### config.mk
export PLATFORM = sky130hd
export DESIGN_NAME = btn_event_gen
export DESIGN_NICKNAME = d
export VERILOG_FILES = /design/src/rtl/btn_event_gen.sv
export SDC_FILE = /design/constraint.sdc
export NUM_CORES = 1
export LEC_CHECK = 0
export ABC_AREA = 1
export BUFFER_PORTS_ARGS = -buffer_cell sky130_fd_sc_hd__buf_2
export CORE_AREA = 8 8 83 77
export CTS_BUF_LIST = sky130_fd_sc_hd__clkbuf_16
export DETAILED_ROUTE_END_ITERATION = 8
export DIE_AREA = 0 0 91 85
export GPL_ROUTABILITY_DRIVEN = 0
export GPL_TIMING_DRIVEN = 0
export MAX_ROUTING_LAYER = met4
export PLACE_DENSITY_LB_ADDON = 0.1
export SKIP_CTS_REPAIR_TIMING = 1
export SLEW_MARGIN = 25
export SYNTH_ARGS = -nofsm -noshare
export SYNTH_HDL_FRONTEND = slang
export SYNTH_SLANG_ARGS = --single-unit
### constraint.sdc
create_clock -name clk -period 2.96 [get_ports clk]
set_input_delay 0 -clock clk [delete_from_list [all_inputs] [get_ports clk]]
set_output_delay 0 -clock clk [all_outputs]
set_load 0.05 [all_outputs]
### src/rtl/btn_event_gen.sv
// Debounces a synchronized button level into one-cycle press/release/repeat events.
// Define BTN_REPEAT_EN to build the hold/repeat timer; otherwise repeat_evt is tied to 0.
module btn_event_gen #(
   parameter int unsigned DEB_CYCLES    = 50000,
   parameter int unsigned HOLD_CYCLES   = 25000000,
   parameter int unsigned REPEAT_CYCLES = 5000000,
   parameter int unsigned CNT_W         = 25
) (
   input  logic clk,
   input  logic rst,
   input  logic btn_sync,
   output logic press,
   // release/repeat are reserved words, hence the _evt suffix on those two events
   output logic release_evt,
   output logic repeat_evt,
   output logic pressed
);

   typedef enum logic [1:0] {
      IDLE       = 2'd0,
      DB_PRESS   = 2'd1,
      HELD       = 2'd2,
      DB_RELEASE = 2'd3
   } state_t;

   localparam longint unsigned CNT_MAX  = (64'd1 << CNT_W) - 64'd1;
   localparam logic [CNT_W-1:0] ONE      = CNT_W'(1);
   localparam logic [CNT_W-1:0] DEB_LAST = CNT_W'(DEB_CYCLES - 1);

   if (64'(DEB_CYCLES) < 64'd2 || 64'(DEB_CYCLES) > CNT_MAX) begin : g_bad_deb
      $error("btn_event_gen: DEB_CYCLES out of range for CNT_W");
   end
   if (64'(HOLD_CYCLES) < 64'd1 || 64'(HOLD_CYCLES) > CNT_MAX) begin : g_bad_hold
      $error("btn_event_gen: HOLD_CYCLES out of range for CNT_W");
   end
   if (64'(REPEAT_CYCLES) < 64'd1 || 64'(REPEAT_CYCLES) > CNT_MAX) begin : g_bad_rep
      $error("btn_event_gen: REPEAT_CYCLES out of range for CNT_W");
   end

   state_t           state, state_nxt;
   logic [CNT_W-1:0] deb_cnt, deb_cnt_nxt;
   logic             press_nxt, release_nxt, pressed_nxt;
   logic             hold_start;

   // NOTE: every signal assigned here gets a default first, so no path can leave
   // one unassigned and infer a latch.
   always_comb begin
      state_nxt   = state;
      deb_cnt_nxt = deb_cnt;
      press_nxt   = 1'b0;
      release_nxt = 1'b0;
      pressed_nxt = pressed;
      hold_start  = 1'b0;
      case (state)
         IDLE: begin
            if (btn_sync) begin
               state_nxt   = DB_PRESS;
               deb_cnt_nxt = ONE;
            end
         end
         DB_PRESS: begin
            if (!btn_sync) begin
               state_nxt   = IDLE;
               deb_cnt_nxt = '0;
            end else if (deb_cnt == DEB_LAST) begin
               state_nxt   = HELD;
               deb_cnt_nxt = '0;
               press_nxt   = 1'b1;
               pressed_nxt = 1'b1;
               hold_start  = 1'b1;
            end else begin
               deb_cnt_nxt = deb_cnt + ONE;
            end
         end
         HELD: begin
            if (!btn_sync) begin
               state_nxt   = DB_RELEASE;
               deb_cnt_nxt = ONE;
            end
         end
         DB_RELEASE: begin
            if (btn_sync) begin
               state_nxt   = HELD;
               deb_cnt_nxt = '0;
            end else if (deb_cnt == DEB_LAST) begin
               state_nxt   = IDLE;
               deb_cnt_nxt = '0;
               release_nxt = 1'b1;
               pressed_nxt = 1'b0;
            end else begin
               deb_cnt_nxt = deb_cnt + ONE;
            end
         end
         default: begin
            state_nxt   = IDLE;
            deb_cnt_nxt = '0;
         end
      endcase
   end

   // NOTE: state is updated with non-blocking assignments so every flop samples
   // the pre-edge values of the others, regardless of statement order.
   always_ff @(posedge clk) begin
      if (rst) begin
         state       <= IDLE;
         deb_cnt     <= '0;
         press       <= 1'b0;
         release_evt <= 1'b0;
         pressed     <= 1'b0;
      end else begin
         state       <= state_nxt;
         deb_cnt     <= deb_cnt_nxt;
         press       <= press_nxt;
         release_evt <= release_nxt;
         pressed     <= pressed_nxt;
      end
   end

`ifdef BTN_REPEAT_EN
   localparam logic [CNT_W-1:0] HOLD_LAST = CNT_W'(HOLD_CYCLES - 1);
   localparam logic [CNT_W-1:0] REP_LAST  = CNT_W'(REPEAT_CYCLES - 1);

   logic [CNT_W-1:0] hold_cnt, hold_cnt_nxt, hold_last;
   logic             rpt_phase, rpt_phase_nxt;
   logic             repeat_nxt;

   assign hold_last = rpt_phase ? REP_LAST : HOLD_LAST;

   // Counts only while in HELD; frozen in DB_RELEASE. A repeat falling due on the
   // edge that leaves HELD is dropped but still restarts the interval.
   always_comb begin
      hold_cnt_nxt  = hold_cnt;
      rpt_phase_nxt = rpt_phase;
      repeat_nxt    = 1'b0;
      if (hold_start) begin
         hold_cnt_nxt  = '0;
         rpt_phase_nxt = 1'b0;
      end else if (state == HELD) begin
         if (hold_cnt == hold_last) begin
            hold_cnt_nxt  = '0;
            rpt_phase_nxt = 1'b1;
            repeat_nxt    = btn_sync;
         end else begin
            hold_cnt_nxt = hold_cnt + ONE;
         end
      end
   end

   always_ff @(posedge clk) begin
      if (rst) begin
         hold_cnt   <= '0;
         rpt_phase  <= 1'b0;
         repeat_evt <= 1'b0;
      end else begin
         hold_cnt   <= hold_cnt_nxt;
         rpt_phase  <= rpt_phase_nxt;
         repeat_evt <= repeat_nxt;
      end
   end
`else
   assign repeat_evt = 1'b0;
`endif

endmodule

==> results.json <==
{
  "status": "complete, no violations",
  "yosys_register_bits": 30,
  "drv_slew": 0,
  "worst_pin_slew_ns": 0.575,
  "synth_common_cells": "92 x nand2_1, 42 x nor2_1, 36 x inv_1, 32 x nand3_1, 30 x dfxtp_1",
  "leakage_nw": 0.909,
  "num_io_pins": 7,
  "avgSynthCellArea_um2": 6.18,
  "vdd_drop_max_mv": 0.230,
  "ys_top_cells_by_area": "dfxtp_1 31%, nand2_1 18%, nand3_1 8.3%",
  "final.fill_count": 572,
  "synth_top_cell_area_share_pct": 31.1,
  "die_area_mm2": 0.00774,
  "yosysWarnings": 0,
  "antenna_found_initial": 0,
  "path_clk_slew_ns": 0.05,
  "slowest_delay_ns": 0.39,
  "first_pass_iters": 4,
  "synthArstFlopShare_pct": 0,
  "grt_first_pass_wirelength_mm": 8.31,
  "hold_violations": 0,
  "dp_hpwl_mm": 3.67,
  "synth_nets": 316,
  "synth_area_mm2": 0.00193,
  "worstSetupStartpointType": "flop",
  "antenna_cells": 0,
  "rsz0062_at_grt": "false",
  "fin_area_mm2": 0.00217,
  "p_per_area_mw_per_mm2": 439,
  "fmax_ghz": 0.551,
  "routed_via_density": 4.80,
  "tritoncts": "done",
  "grt_util_all_layers_pct": 13.6,
  "p_comb_share_pct": 6.1,
  "netlist.top_cell.by_area": "dfxtp_1",
  "switching_share_pct": 23.5,
  "numPortBuffers": 4,
  "crit_required_ns": 3.09,
  "ys_seq_area_share_pct": 31.1,
  "endpoint_kind": "flop",
  "numCtsBuffers": 5,
  "setup_tns_ns": 0,
  "pwr-share-seq_pct": 43.4,
  "clk_latency_ns": 0.28,
  "crit_slowest_cell": "dfxtp_1",
  "start_util_pct": 38.1,
  "dp_cells": 383,
  "power.internal_uw": 729,
  "dpl_cell_area_mm2": 0.00203,
  "globalRouteMet3Util_pct": 3.00,
  "yosys.cell_types.count": 30,
  "gr-total-overflow": 0,
  "cts.path.max_buffers": 2,
  "layout_min_cycle_time_ns": 1.81,
  "setup_viol_count_final": 0,
  "nets": 327,
  "gr-usage-met1_pct": 17.9,
  "drv_cap": 0,
  "wl_per_cell_um": 12.5,
  "slew_headroom_pct": 61.7,
  "htree_levels": 2,
  "finalClockSkew_ns": 0.00509,
  "wirelength_mm": 4.89,
  "synth_ff_type": "dfxtp_1",
  "yosysMostFrequentCell": "nand2_1",
  "grt_max_degree": 11,
  "via_count": 1875,
  "top_usage_layer": "met2",
  "path_class": "reg -> reg",
  "path_cells": "ha_1 -> nand2_1 -> nor2_4 -> nand3_1 -> nor2_2 -> nor2_4 -> buf_6 -> nand3_1 -> a21oi_1",
  "path_max_fanout": 10,
  "final.period_utilization_pct": 61.3,
  "switching_power_uw": 224,
  "cts_sinks": 30,
  "final_cell_count_no_fill": 391,
  "synthCells": 312,
  "arrival_ns": 1.95,
  "die_y_um": 85,
  "final_layout_size_suffix_gt1_share_pct": 12.0,
  "syn2layout_area_growth_pct": 12.5,
  "cts-root-buf": "clkbuf_16",
  "met2_usage_pct": 20.2,
  "drc_errors": 0,
  "clockPowerShare_pct": 50.5,
  "drtIter0Drc": 121,
  "die_w_um": 91,
  "antenna_left": 0,
  "synth_enable_flop_cells": 0,
  "core_mm2": 0.00507,
  "power.total_uw": 952,
  "rows": 25,
  "grt_pass1_vias": 1706,
  "hold_path_class": "in -> reg"
}
## placed cells by master (no fill, tap or decap)
cell | synthesis | routed
nand3_2 | 1 | 1
o21ai_0 | 9 | 9
o21ai_2 | 3 | 3
o21bai_1 | 2 | 2
nand4_1 | 3 | 3
buf_4 | 1 | 1
o21ai_1 | 2 | 2
xnor2_1 | 1 | 1
nor2_2 | 5 | 5
a21oi_2 | 2 | 2
buf_6 | 2 | 2
buf_2 | 3 | 7
a21oi_1 | 22 | 22
a21o_1 | 1 | 1
nand2_4 | 3 | 3
or2_4 | 1 | 1
inv_1 | 36 | 37
ha_1 | 1 | 1
inv_2 | 1 | 1
clkbuf_16 | 0 | 5
nor2_4 | 3 | 3
nand2_2 | 3 | 3
xor2_1 | 2 | 2
clkbuf_1 | 2 | 2
clkinv_1 | 0 | 1
nand2_1 | 92 | 92
clkinv_2 | 0 | 1
conb_1 | 1 | 1
nor3_1 | 5 | 5
nor2_1 | 42 | 42
nor2_8 | 1 | 1
nand3_1 | 32 | 32
dfxtp_1 | 30 | 30
## power by group through the flow
stage	registers, mW	clock network [mW]	logic [mW]
floorplan	0.420	0	0.0427
global placement	0.421	0	0.0597
detailed placement	0.421	0	0.0585
CTS	0.413	0.495	0.0588
global route	0.413	0.511	0.0649
finish	0.413	0.481	0.0584
## per-layer routing
metal,up-vias,routed length [um],share of wire (%)
met5,-,0,0
met4,0,52,1.1
met3,4,203,4.1
met2,33,2060,42
met1,827,2570,53
li1,1011,-,-
## registers in the layout, summed over array words and instances, names as in the netlist, named ones only
| signal | count |
|---|---|
| pressed | 1 |
| press | 1 |
| deb_cnt | 25 |
| release_evt | 1 |
| state | 1 |
## worst max-delay path: cells and delay by family (launching register included)
family,cells,cell delay [ns]
adders and majority gates,1,0.19
buffers and inverters,1,0.16
AOI/OAI and AO/OA,1,0.06
and+or+nand+nor,6,0.88
DFF,1,0.39
## cell families (layout without fill, tap and decap cells)
group	Yosys count	after routing	share of synthesized area (%)
AND/OR/NAND/NOR	191	191	44.7
buffers and inverters	45	57	9.92
AO/OA/AOI/OAI	41	41	12.0
flip-flops	30	30	31.1
XOR/XNOR	3	3	1.36
adder cells (fa/ha/maj)	1	1	0.648
other	1	1	0.194
## cell type report
class	instances	area [um2]	area share, %
Sequential cell	30	601	27.7
Tap cell	67	83.8	3.86
Multi-Input combinational cell	237	1140	52.4
Clock inverter	3	12.5	0.576
Timing Repair Buffer	4	20.0	0.922
Buffer	8	52.6	2.42
Clock buffer	5	125	5.76
Inverter	37	139	6.40
## through the flow
stage               setup slack, ns  utilization [%]  hold WS [ns]
floorplan                      1.45                -         0.163
global placement               1.15             40.1         0.307
detailed placement             1.15             40.1         0.310
CTS                            1.14             42.8        0.0288
global route                  0.965             42.8        0.0849
finish                         1.15             42.8        0.0385
## worst paths after layout
path	from	to	slack (ns)	cells past startpoint
max	deb_cnt[0]$_SDFFE_PP0P_	deb_cnt[21]$_SDFFE_PP0P_	1.15	9
max reg2reg	deb_cnt[0]$_SDFFE_PP0P_	deb_cnt[21]$_SDFFE_PP0P_	1.15	9
min	btn_sync	flop	0.04	3
min reg2reg	deb_cnt[3]$_SDFFE_PP0P_	deb_cnt[3]$_SDFFE_PP0P_	0.48	2
(Power assumes the default switching activity.)
